--- config.mk ---
export PLATFORM = sky130hd
export DESIGN_NAME = nmea_gga_time_parser
export DESIGN_NICKNAME = d
export VERILOG_FILES = /design/src/rtl/nmea_gga_time_parser.sv
export SDC_FILE = /design/constraint.sdc
export NUM_CORES = 1
export LEC_CHECK = 0
export CAP_MARGIN = 10
export CORE_MARGIN = 8
export CORE_UTILIZATION = 55
export DETAILED_ROUTE_END_ITERATION = 8
export PLACE_DENSITY = 0.73
export SLEW_MARGIN = 30
export SYNTH_ARGS = -nofsm -noshare
export SYNTH_HDL_FRONTEND = slang
export SYNTH_SLANG_ARGS = --single-unit
--- constraint.sdc ---
create_clock -name SYS_CLK -period 3.2 [get_ports SYS_CLK]
set_clock_uncertainty 0.05 [all_clocks]
set_input_delay 0.48 -clock SYS_CLK [delete_from_list [all_inputs] [get_ports SYS_CLK]]
set_output_delay 0.48 -clock SYS_CLK [all_outputs]
set_load 0.02 [all_outputs]
--- src/rtl/nmea_gga_time_parser.sv ---
// NMEA $xxGGA UTC time parser with XOR checksum check and PPS-aligned
// current-second time output.
//
// Ports:
//   SYS_CLK, SYS_RST_N          system clock, asynchronous active-low reset
//   rx_data[7:0], rx_valid      byte stream from the UART receiver (no backpressure)
//   pps_in                      raw asynchronous PPS input
//   gga_hh/mm/ss, gga_valid     time of the last valid sentence, update pulse
//   cks_err                     sentence complete but checksum mismatched
//   utc_hh/mm/ss, pps_tick      PPS-aligned time, synchronised PPS pulse
//   time_locked                 set once a parsed time has been applied at a PPS
module nmea_gga_time_parser #(
    parameter int PPS_SYNC_STAGES = 2,
    parameter int PPS_ADD_SECOND  = 1,
    parameter int MAX_SENT_LEN    = 82
) (
    input  logic       SYS_CLK,
    input  logic       SYS_RST_N,
    input  logic [7:0] rx_data,
    input  logic       rx_valid,
    input  logic       pps_in,
    output logic [4:0] gga_hh,
    output logic [5:0] gga_mm,
    output logic [5:0] gga_ss,
    output logic       gga_valid,
    output logic       cks_err,
    output logic [4:0] utc_hh,
    output logic [5:0] utc_mm,
    output logic [5:0] utc_ss,
    output logic       pps_tick,
    output logic       time_locked
);

    localparam int LW = $clog2(MAX_SENT_LEN + 2);

    typedef enum logic [2:0] {
        S_IDLE,
        S_HDR,
        S_SEP,
        S_TIME,
        S_SKIP,
        S_CK1,
        S_CK2
    } state_t;

    typedef struct packed {
        logic [4:0] hh;
        logic [5:0] mm;
        logic [5:0] ss;
    } hms_t;

    // One-second advance with minute/hour/day wrap.
    function automatic hms_t hms_inc(input hms_t t);
        hms_t r;
        r = t;
        if (t.ss == 6'd59) begin
            r.ss = '0;
            if (t.mm == 6'd59) begin
                r.mm = '0;
                r.hh = (t.hh == 5'd23) ? 5'd0 : t.hh + 5'd1;
            end else begin
                r.mm = t.mm + 6'd1;
            end
        end else begin
            r.ss = t.ss + 6'd1;
        end
        return r;
    endfunction

    state_t        state;
    state_t        state_nxt;
    logic [LW-1:0] len_cnt;
    logic [LW-1:0] len_nxt;
    logic          len_over;
    logic [2:0]    idx;
    logic [7:0]    acc;
    logic [19:0]   bcd;
    logic [3:0]    ck_hi;
    hms_t          pend;
    logic          in_sent;

    logic          is_dollar;
    logic          is_star;
    logic          is_comma;
    logic          is_digit;
    logic          is_hex;
    logic [3:0]    hex_val;
    logic          hdr_ok;
    logic          range_ok;
    logic [4:0]    hh_bin;
    logic [5:0]    mm_bin;
    logic [5:0]    ss_bin;

    logic          acc_en;
    logic          time_last;
    logic          sent_ok;
    logic          sent_bad;

    logic [PPS_SYNC_STAGES-1:0] pps_sync;
    logic          pps_prev;
    logic          pps_rise;
    logic          fresh;
    hms_t          gga_cur;
    hms_t          utc_cur;

    // Character classes of the incoming byte.
    assign is_dollar = (rx_data == 8'h24);
    assign is_star   = (rx_data == 8'h2A);
    assign is_comma  = (rx_data == 8'h2C);
    assign is_digit  = (rx_data >= 8'h30) && (rx_data <= 8'h39);
    assign is_hex    = is_digit || ((rx_data >= 8'h41) && (rx_data <= 8'h46));
    // 'A'..'F' have low nibble 1..6, so +9 yields 10..15.
    assign hex_val   = is_digit ? rx_data[3:0] : rx_data[3:0] + 4'd9;

    assign in_sent  = (state != S_IDLE);
    assign len_nxt  = len_cnt + LW'(1);
    assign len_over = (len_nxt > LW'(MAX_SENT_LEN));

    // Header positions 0-1 are the talker id; 2-4 must spell GGA.
    always_comb begin
        case (idx)
            3'd2, 3'd3: hdr_ok = (rx_data == 8'h47);
            3'd4:       hdr_ok = (rx_data == 8'h41);
            default:    hdr_ok = 1'b1;
        endcase
    end

    // bcd holds the first five digits; the sixth is the current byte.
    // Digits are already known to be 0-9, so tens limits suffice.
    assign range_ok = ((bcd[19:16] < 4'd2) ||
                       ((bcd[19:16] == 4'd2) && (bcd[15:12] <= 4'd3))) &&
                      (bcd[11:8] <= 4'd5) &&
                      (bcd[3:0] <= 4'd5);

    assign hh_bin = 5'(bcd[19:16]) * 5'd10 + 5'(bcd[15:12]);
    assign mm_bin = 6'(bcd[11:8]) * 6'd10 + 6'(bcd[7:4]);
    assign ss_bin = 6'(bcd[3:0]) * 6'd10 + 6'(rx_data[3:0]);

    // FSM state register.
    always_ff @(posedge SYS_CLK or negedge SYS_RST_N) begin
        if (!SYS_RST_N) begin
            state <= S_IDLE;
        end else begin
            state <= state_nxt;
        end
    end

    // FSM next state.
    always_comb begin
        state_nxt = state;
        if (rx_valid) begin
            if (is_dollar) begin
                state_nxt = S_HDR;
            end else if (in_sent && len_over) begin
                state_nxt = S_IDLE;
            end else begin
                case (state)
                    S_HDR: begin
                        if (!hdr_ok) begin
                            state_nxt = S_IDLE;
                        end else if (idx == 3'd4) begin
                            state_nxt = S_SEP;
                        end
                    end
                    S_SEP: begin
                        state_nxt = is_comma ? S_TIME : S_IDLE;
                    end
                    S_TIME: begin
                        if (idx < 3'd6) begin
                            if (!is_digit || ((idx == 3'd5) && !range_ok)) begin
                                state_nxt = S_IDLE;
                            end
                        end else if (is_comma) begin
                            state_nxt = S_SKIP;
                        end else if (is_star) begin
                            state_nxt = S_CK1;
                        end
                    end
                    S_SKIP: begin
                        if (is_star) begin
                            state_nxt = S_CK1;
                        end
                    end
                    S_CK1: begin
                        state_nxt = is_hex ? S_CK2 : S_IDLE;
                    end
                    default: begin
                        state_nxt = S_IDLE;
                    end
                endcase
            end
        end
    end

    // FSM outputs: datapath enables and sentence-complete decode.
    always_comb begin
        acc_en    = 1'b0;
        time_last = 1'b0;
        sent_ok   = 1'b0;
        sent_bad  = 1'b0;
        if (rx_valid && !is_dollar && in_sent && !len_over) begin
            case (state)
                S_HDR, S_SEP, S_SKIP: begin
                    acc_en = !is_star;
                end
                S_TIME: begin
                    acc_en    = !is_star;
                    time_last = (idx == 3'd5) && is_digit;
                end
                S_CK2: begin
                    if (is_hex) begin
                        sent_ok  = ({ck_hi, hex_val} == acc);
                        sent_bad = ({ck_hi, hex_val} != acc);
                    end
                end
                default: begin
                end
            endcase
        end
    end

    // Parse datapath: length, checksum, digit capture.
    always_ff @(posedge SYS_CLK or negedge SYS_RST_N) begin
        if (!SYS_RST_N) begin
            len_cnt <= '0;
            idx     <= '0;
            acc     <= '0;
            bcd     <= '0;
            ck_hi   <= '0;
            pend    <= '0;
        end else if (rx_valid) begin
            if (is_dollar) begin
                len_cnt <= LW'(1);
                idx     <= '0;
                acc     <= '0;
            end else if (in_sent) begin
                len_cnt <= len_nxt;
                if (acc_en) begin
                    acc <= acc ^ rx_data;
                end
                if (state == S_SEP) begin
                    idx <= '0;
                end else if ((state == S_HDR) ||
                             ((state == S_TIME) && (idx < 3'd6))) begin
                    idx <= idx + 3'd1;
                end
                if ((state == S_TIME) && (idx < 3'd6)) begin
                    bcd <= {bcd[15:0], rx_data[3:0]};
                end
                if (time_last) begin
                    pend <= {hh_bin, mm_bin, ss_bin};
                end
                if (state == S_CK1) begin
                    ck_hi <= hex_val;
                end
            end
        end
    end

    // Parsed time outputs and result pulses.
    always_ff @(posedge SYS_CLK or negedge SYS_RST_N) begin
        if (!SYS_RST_N) begin
            gga_valid <= 1'b0;
            cks_err   <= 1'b0;
            gga_hh    <= '0;
            gga_mm    <= '0;
            gga_ss    <= '0;
        end else begin
            gga_valid <= sent_ok;
            cks_err   <= sent_bad;
            if (sent_ok) begin
                {gga_hh, gga_mm, gga_ss} <= pend;
            end
        end
    end

    // PPS synchroniser and rising-edge detect.
    assign pps_rise = pps_sync[PPS_SYNC_STAGES-1] && !pps_prev;
    assign gga_cur  = {gga_hh, gga_mm, gga_ss};
    assign utc_cur  = {utc_hh, utc_mm, utc_ss};

    always_ff @(posedge SYS_CLK or negedge SYS_RST_N) begin
        if (!SYS_RST_N) begin
            pps_sync <= '0;
            pps_prev <= 1'b0;
            pps_tick <= 1'b0;
        end else begin
            pps_sync <= {pps_sync[PPS_SYNC_STAGES-2:0], pps_in};
            pps_prev <= pps_sync[PPS_SYNC_STAGES-1];
            pps_tick <= pps_rise;
        end
    end

    // A PPS edge sees the gga/fresh state from before any coincident
    // sentence; that sentence then re-arms fresh for the following PPS.
    always_ff @(posedge SYS_CLK or negedge SYS_RST_N) begin
        if (!SYS_RST_N) begin
            fresh       <= 1'b0;
            time_locked <= 1'b0;
            utc_hh      <= '0;
            utc_mm      <= '0;
            utc_ss      <= '0;
        end else begin
            if (sent_ok) begin
                fresh <= 1'b1;
            end else if (pps_rise) begin
                fresh <= 1'b0;
            end
            if (pps_rise) begin
                if (fresh) begin
                    time_locked <= 1'b1;
                    if (PPS_ADD_SECOND != 0) begin
                        {utc_hh, utc_mm, utc_ss} <= hms_inc(gga_cur);
                    end else begin
                        {utc_hh, utc_mm, utc_ss} <= gga_cur;
                    end
                end else if (time_locked) begin
                    {utc_hh, utc_mm, utc_ss} <= hms_inc(utc_cur);
                end
            end
        end
    end

endmodule

* Yosys cells after proc, flatten, opt, wreduce, memory -nomap -nowiden *
Index checks and enable logic that the tools add are counted.

word-level totals
  logic and storage cells = 169
  bits in registers = 104

cells by class
  multipliers = 3
  bitwise logic cells = 2
  add/sub/neg operators = 12
  eq/ne operators = 26
  reductions and logical operators = 44
  magnitude comparators = 10
  muxes and demuxes = 50

operators by type and width
  cell                                                 count
  2-to-1 mux 6 bit                                     8
  2-to-1 mux 3 bit                                     13
  2-to-1 mux 5 bit                                     6
  adder 6 x 1 -> 6 bit, second input constant          4
  equality test 6 bit, second input constant           4
  equality test 8 x 6 -> 1 bit, second input constant  3
  2-to-1 mux 8 bit                                     3
  2-to-1 mux 11 bit                                    2
  equality test 8 x 7 -> 1 bit, second input constant  2
  AND reduction 4 bit                                  4
  equality test 3 bit, second input constant           5
  case mux 3 bit (5 select lines)                      1
  2-to-1 mux 7 bit                                     2
  logical AND 1 bit                                    13
  adder 6 x 4 -> 6 bit                                 2
  equality test 3 x 2 -> 1 bit, second input constant  4
  2-to-1 mux 1 bit                                     12
  AND reduction 3 bit                                  4
  nonzero test 2 bit                                   6
  adder 5 x 1 -> 5 bit, second input constant          2
  equality test 5 bit, second input constant           2
  multiplier 4 x 3 -> 5 bit, second input constant     2
  != test 5 bit, second input constant                 2
  equality test 8 bit                                  1
  other kinds (28)                                     40

* Depth between registers and ports, before layout *
Gate-level depths: netlist of run 1.

  depth in word-level cells = 13
  mapped depth = 13

* Worst setup path before layout of run 1 *
OpenSTA, ideal clock, no wires.

  kind = input-to-reg
  start = in rx_data[0]
  end = reg gga_hh[0]
  stages on the path = 13
  arrival time = 2,966 ps
  setup time = 125 ps
  slack = 59 ps
  path through = buf_2 inv_1 ha_1 nor3b_2 or3_1 buf_2 a21oi_1 a221o_1 nor4_2 nor4b_4 buf_6 buf_12 mux2_4

on the way
  cells in the longest elaborated chain, start to end = 7
  elaborated cells between the ends (all ways) = 18
  those cells by class = add/sub: 1; order compare: 4; eq/ne: 2; mux: 4; reduce/logical: 7

RTL lines
  item                                                                          RTL line  RTL
  from (decl)                                                                   19        input logic [7:0] rx_data,
  >= comparator 8 x 6 -> 1 bit or <= comparator 8 x 6 -> 1 bit (tied branches)  110       assign is_digit = (rx_data >= 8'h30) && (rx_data <= 8'h39);
  logical AND 1 bit                                                             110
  2-to-1 mux 4 bit                                                              113       assign hex_val = is_digit ? rx_data[3:0] : rx_data[3:0] + 4'd9;
  equality test 8 bit                                                           212       sent_ok = ({ck_hi, hex_val} == acc);
  2-to-1 mux 1 bit                                                              211       if (is_hex) begin
  2-to-1 mux 1 bit                                                              202       case (state)
  2-to-1 mux 1 bit *                                                            201       if (rx_valid && !is_dollar && in_sent && !len_over) begin
  net sent_ok                                                                   96        logic sent_ok;
  to (signal assigned)                                                          272       {gga_hh, gga_mm, gga_ss} <= pend;
  to (decl)                                                                     22        output logic [4:0] gga_hh,

Mark *: on every way through the listed nets, which the timed path passes. The rest lies on a longest branch.
A chain may end at the register's enable or synchronous reset.

* Worst setup path in the final report of run 1 *
  start = in rx_data[5]
  end = reg gga_ss[3]

on the way
  cells in the longest elaborated chain, start to end = 7
  elaborated cells between the ends (all ways) = 17
  those cells by class = order compare: 4; eq/ne: 2; mux: 4; reduce/logical: 7

RTL lines
  item                                                                          RTL line  RTL
  >= comparator 8 x 6 -> 1 bit or <= comparator 8 x 6 -> 1 bit (tied branches)  110
  logical AND 1 bit                                                             110
  2-to-1 mux 4 bit                                                              113
  equality test 8 bit                                                           212
  2-to-1 mux 1 bit                                                              211
  2-to-1 mux 1 bit                                                              202
  2-to-1 mux 1 bit *                                                            201
  to (signal assigned)                                                          272
  to (decl)                                                                     24        output logic [5:0] gga_ss,

Mark *: on every way between the ends. The rest lies on a longest branch, timed or not.

==> results of run 1 <==
-- layer usage --
layer  wire [microns]  up-vias
met3              641       24
met4              284        0
met5                0        -
met1             5630     2283
met2             6650       90
li1                 -     2355
-- power by group --
group	internal [uW]	switching, uW
clock network	301	497
registers	1400	106
logic	228	240
total	1930	843
-- layout by cell type (no fill, tap or decap), drive strengths merged, types with 3 or more instances in the layout --
| master | Yosys | routed |
|---|---|---|
| a21oi | 20 | 20 |
| ha | 34 | 34 |
| inv | 25 | 29 |
| nor4 | 5 | 5 |
| and3 | 7 | 7 |
| nand2 | 74 | 74 |
| nand2b | 9 | 9 |
| o22ai | 5 | 5 |
| a31oi | 6 | 6 |
| buf | 5 | 40 |
| a22o | 9 | 9 |
| mux2i | 8 | 8 |
| nor3 | 5 | 5 |
| nor3b | 5 | 5 |
| clkdlybuf4s50 | 0 | 48 |
| nand3 | 24 | 24 |
| clkbuf | 19 | 10 |
| o32a | 5 | 5 |
| nor2b | 12 | 12 |
| o21ai | 67 | 67 |
| mux2 | 36 | 36 |
| nand3b | 5 | 5 |
| xnor2 | 20 | 20 |
| nand4 | 7 | 7 |
| a22oi | 5 | 5 |
| or2 | 3 | 3 |
| xor2 | 15 | 15 |
| nor2 | 29 | 29 |
| a21o | 6 | 6 |
| clkinv | 0 | 3 |
| dfrtp | 104 | 104 |
| fa | 3 | 3 |
| o31ai | 5 | 5 |
-- timing repair --
action / in CTS / in global routing
endpoints found under the setup margin: 0 / 17
buffers inserted: 0 / 1
gates resized for setup: 0 / 6
-- state kept, by name, summed over array words and instances, names as in the netlist --
register / flops
acc: 8
bcd: 20
ck_hi: 4
cks_err: 1
fresh: 1
gga_hh: 5
gga_mm: 6
gga_ss: 6
gga_valid: 1
idx: 3
len_cnt: 7
pend: 17
pps_prev: 1
pps_sync: 2
pps_tick: 1
state: 3
time_locked: 1
utc_hh: 5
utc_mm: 6
utc_ss: 6
-- cells by family after synthesis --
group                      after synthesis
DFF                                    104
and+or+nand+nor                        191
xor gates and xnor gates                35
muxes                                   44
buffers and inverters                   49
AOI/OAI and AO/OA                      153
adders and majority gates               37
-- per-stage QoR --
step           hold slack (ns)  std cells  power, uW
2_1_floorplan            0.134        613       1790
3_3_place_gp             0.283        816       1980
3_5_place_dp             0.289        816       1990
4_1_cts                 0.0568        832       2790
5_1_grt                 0.0765        834       2930
6_report                0.0381        834       2770
-- area by class of cell --
cell class / count / area (sq um)
multi-input combinational: 460 / 3270
clock buffer: 9 / 124
tap: 140 / 175
clock inverter: 7 / 62.6
timing repair buffer: 89 / 860
fill: 866 / 3610
sequential: 104 / 2600
inverter: 25 / 93.8
-- worst paths after layout --
check	start	to	cells after the start	slack [ns]
worst min register to register	pps_sync[0]	pps_sync[1]	0	0.31
worst max-delay path	rx_data[5]	gga_ss[3]	9	0.13
worst max register to register	acc[2]	gga_ss[3]	9	0.47
min in group SYS_CLK	pps_sync[0]	pps_sync[1]	0	0.31
max in group asynchronous	SYS_RST_N	utc_ss[4]	2	2.33
worst min-delay path	SYS_RST_N	pps_prev	1	0.04
-- critical path, cell delays in order --
cell and delay [ns]:
clkdlybuf4s50_1 0.47, or3b_4 0.41, or3_4 0.41, a221o_1 0.36, nor4_4 0.28, nor4b_4 0.23, buf_4 0.18, buf_12 0.13
mux2_2 0.33
==> qor.txt, run 1 <==
Reg clk slew, reported paths - 0.11 ns
post-route cell area - 7180 sq um
Synth Cell Area - 6050 sq um
worst slew pin tran - 0.694 ns
Seq/Total Area, Yosys - 0.430
vias per cell - 5.70
vias in the first global route - 4781
CTS tree - done
post-synthesis adder-cell area fraction - 0.0802
Total GRT Usage - 0.188
Max H-tree Level - 3
Die Wd - 121 microns
Worst Setup Path Type - in2reg
initial DRC count - 321
Placement Setup Slack - -0.396 ns
PD cells - 385 nW/um^2
hold_buf cts - 0
Layout Nets - 738
Post-Syn Instances - 613
final worst slack - 0.130 ns
Slew headroom - 0.533
Tcrit/Tclk final - 0.960
worst hold-check path type - in2async
Final min period - 3.07 ns
row count - 38
count of pins over their slew limit - 0
Port Buf Inserts - 49
CP Capture Type - register
clock sinks - 104
Post-synth EDFFs - 0
Avg Synthesized Cell Area - 9.87 sq um
largest family of logic cells by synthesized area - compound AO/OA/AOI/OAI gates
first-pass GRT wire length - 22500 microns
Detailed Place HPWL - 9930 microns
I/O pins - 50
crit path launch type - input pin
Die Footprint - 14600 sq um
Core Util, Final - 0.666
syn nets - 662
Detailed Route WL - 13200 microns
Async SR Flop Fraction - 1.00
Vert. Die Dim - 121 microns
global route overflow - 0
grt peak-use layer - met2
most frequent cells after synthesis - 104 x dfrtp_1, 74 x nand2_1, 66 x o21ai_0
CP max FO - 10
Distinct cells, synth - 64
top cell type's share of synthesized area - 0.430
Most used DFF post-synth - dfrtp_1
Synth area leader - dfrtp_1
Initial Util - 0.561
M1 GR Usage - 0.219
initial antenna violation count - 0
CTS max path bufs - 2
setup violators final - 0
multiplexer share of the synthesized area - 0.0852
RSZ-0062 raised after global routing - no
Synth-to-Final Area Change - 18.7%
Max Cap Viol - 0
CTS root buffer - clkbuf_8
met3 Use GR - 0.0470
ratio of cells with drive above 1 in the final layout - 0.151
GP Congestion - 0.915
compound-cell area share of the yosys netlist - 0.161
f_max - 326 MHz
antenna violation net count after detailed routing - 0
dpl cell area - 6930 sq um
Final Hold Viols - 0
via count - 4752
TritonRoute pass-1 iters - 4
post-synthesis xor/xnor area fraction - 0.0507
# DRC - 0
Data required, critical path - 3.42 ns
Yosys reg bits - 104
outcome - finished, final reports clean
setup tns final - 0 ns
worst-skew pair later-pin latency - 0.39 ns
most frequent cell after synthesis - dfrtp_1
Data arrival, critical path - 3.29 ns
Area contributors post-synth - dfrtp_1 43%, ha_1 7.0%, o21ai_0 5.5%, mux2_2 5.2%, nand2_1 4.6%
TritonCTS Buffers - 9
WL/cell - 15.8 microns
largest net degree at the start of global routing - 59
IR drop worst, VDD - 0.278 mV
core area - 10800 sq um
Diodes inserted - 0
met2 Use GR - 0.328
Lkg Pwr - 0.00316 uW
Synth Warn # - 0
Simple-Gate Fraction of Synth Area - 0.158
Power figures use the tool's default switching activity.
==> run 2, diff against run 1 <==
--- a/config.mk
+++ b/config.mk
@@ -9,6 +9,7 @@
 export CORE_MARGIN = 8
 export CORE_UTILIZATION = 55
 export DETAILED_ROUTE_END_ITERATION = 8
+export GPL_TIMING_DRIVEN = 1
 export PLACE_DENSITY = 0.73
 export SLEW_MARGIN = 30
 export SYNTH_ARGS = -nofsm -noshare
==> results of run 2 <==
No change in the layout: final DEF, timing and power equal those of run 1.
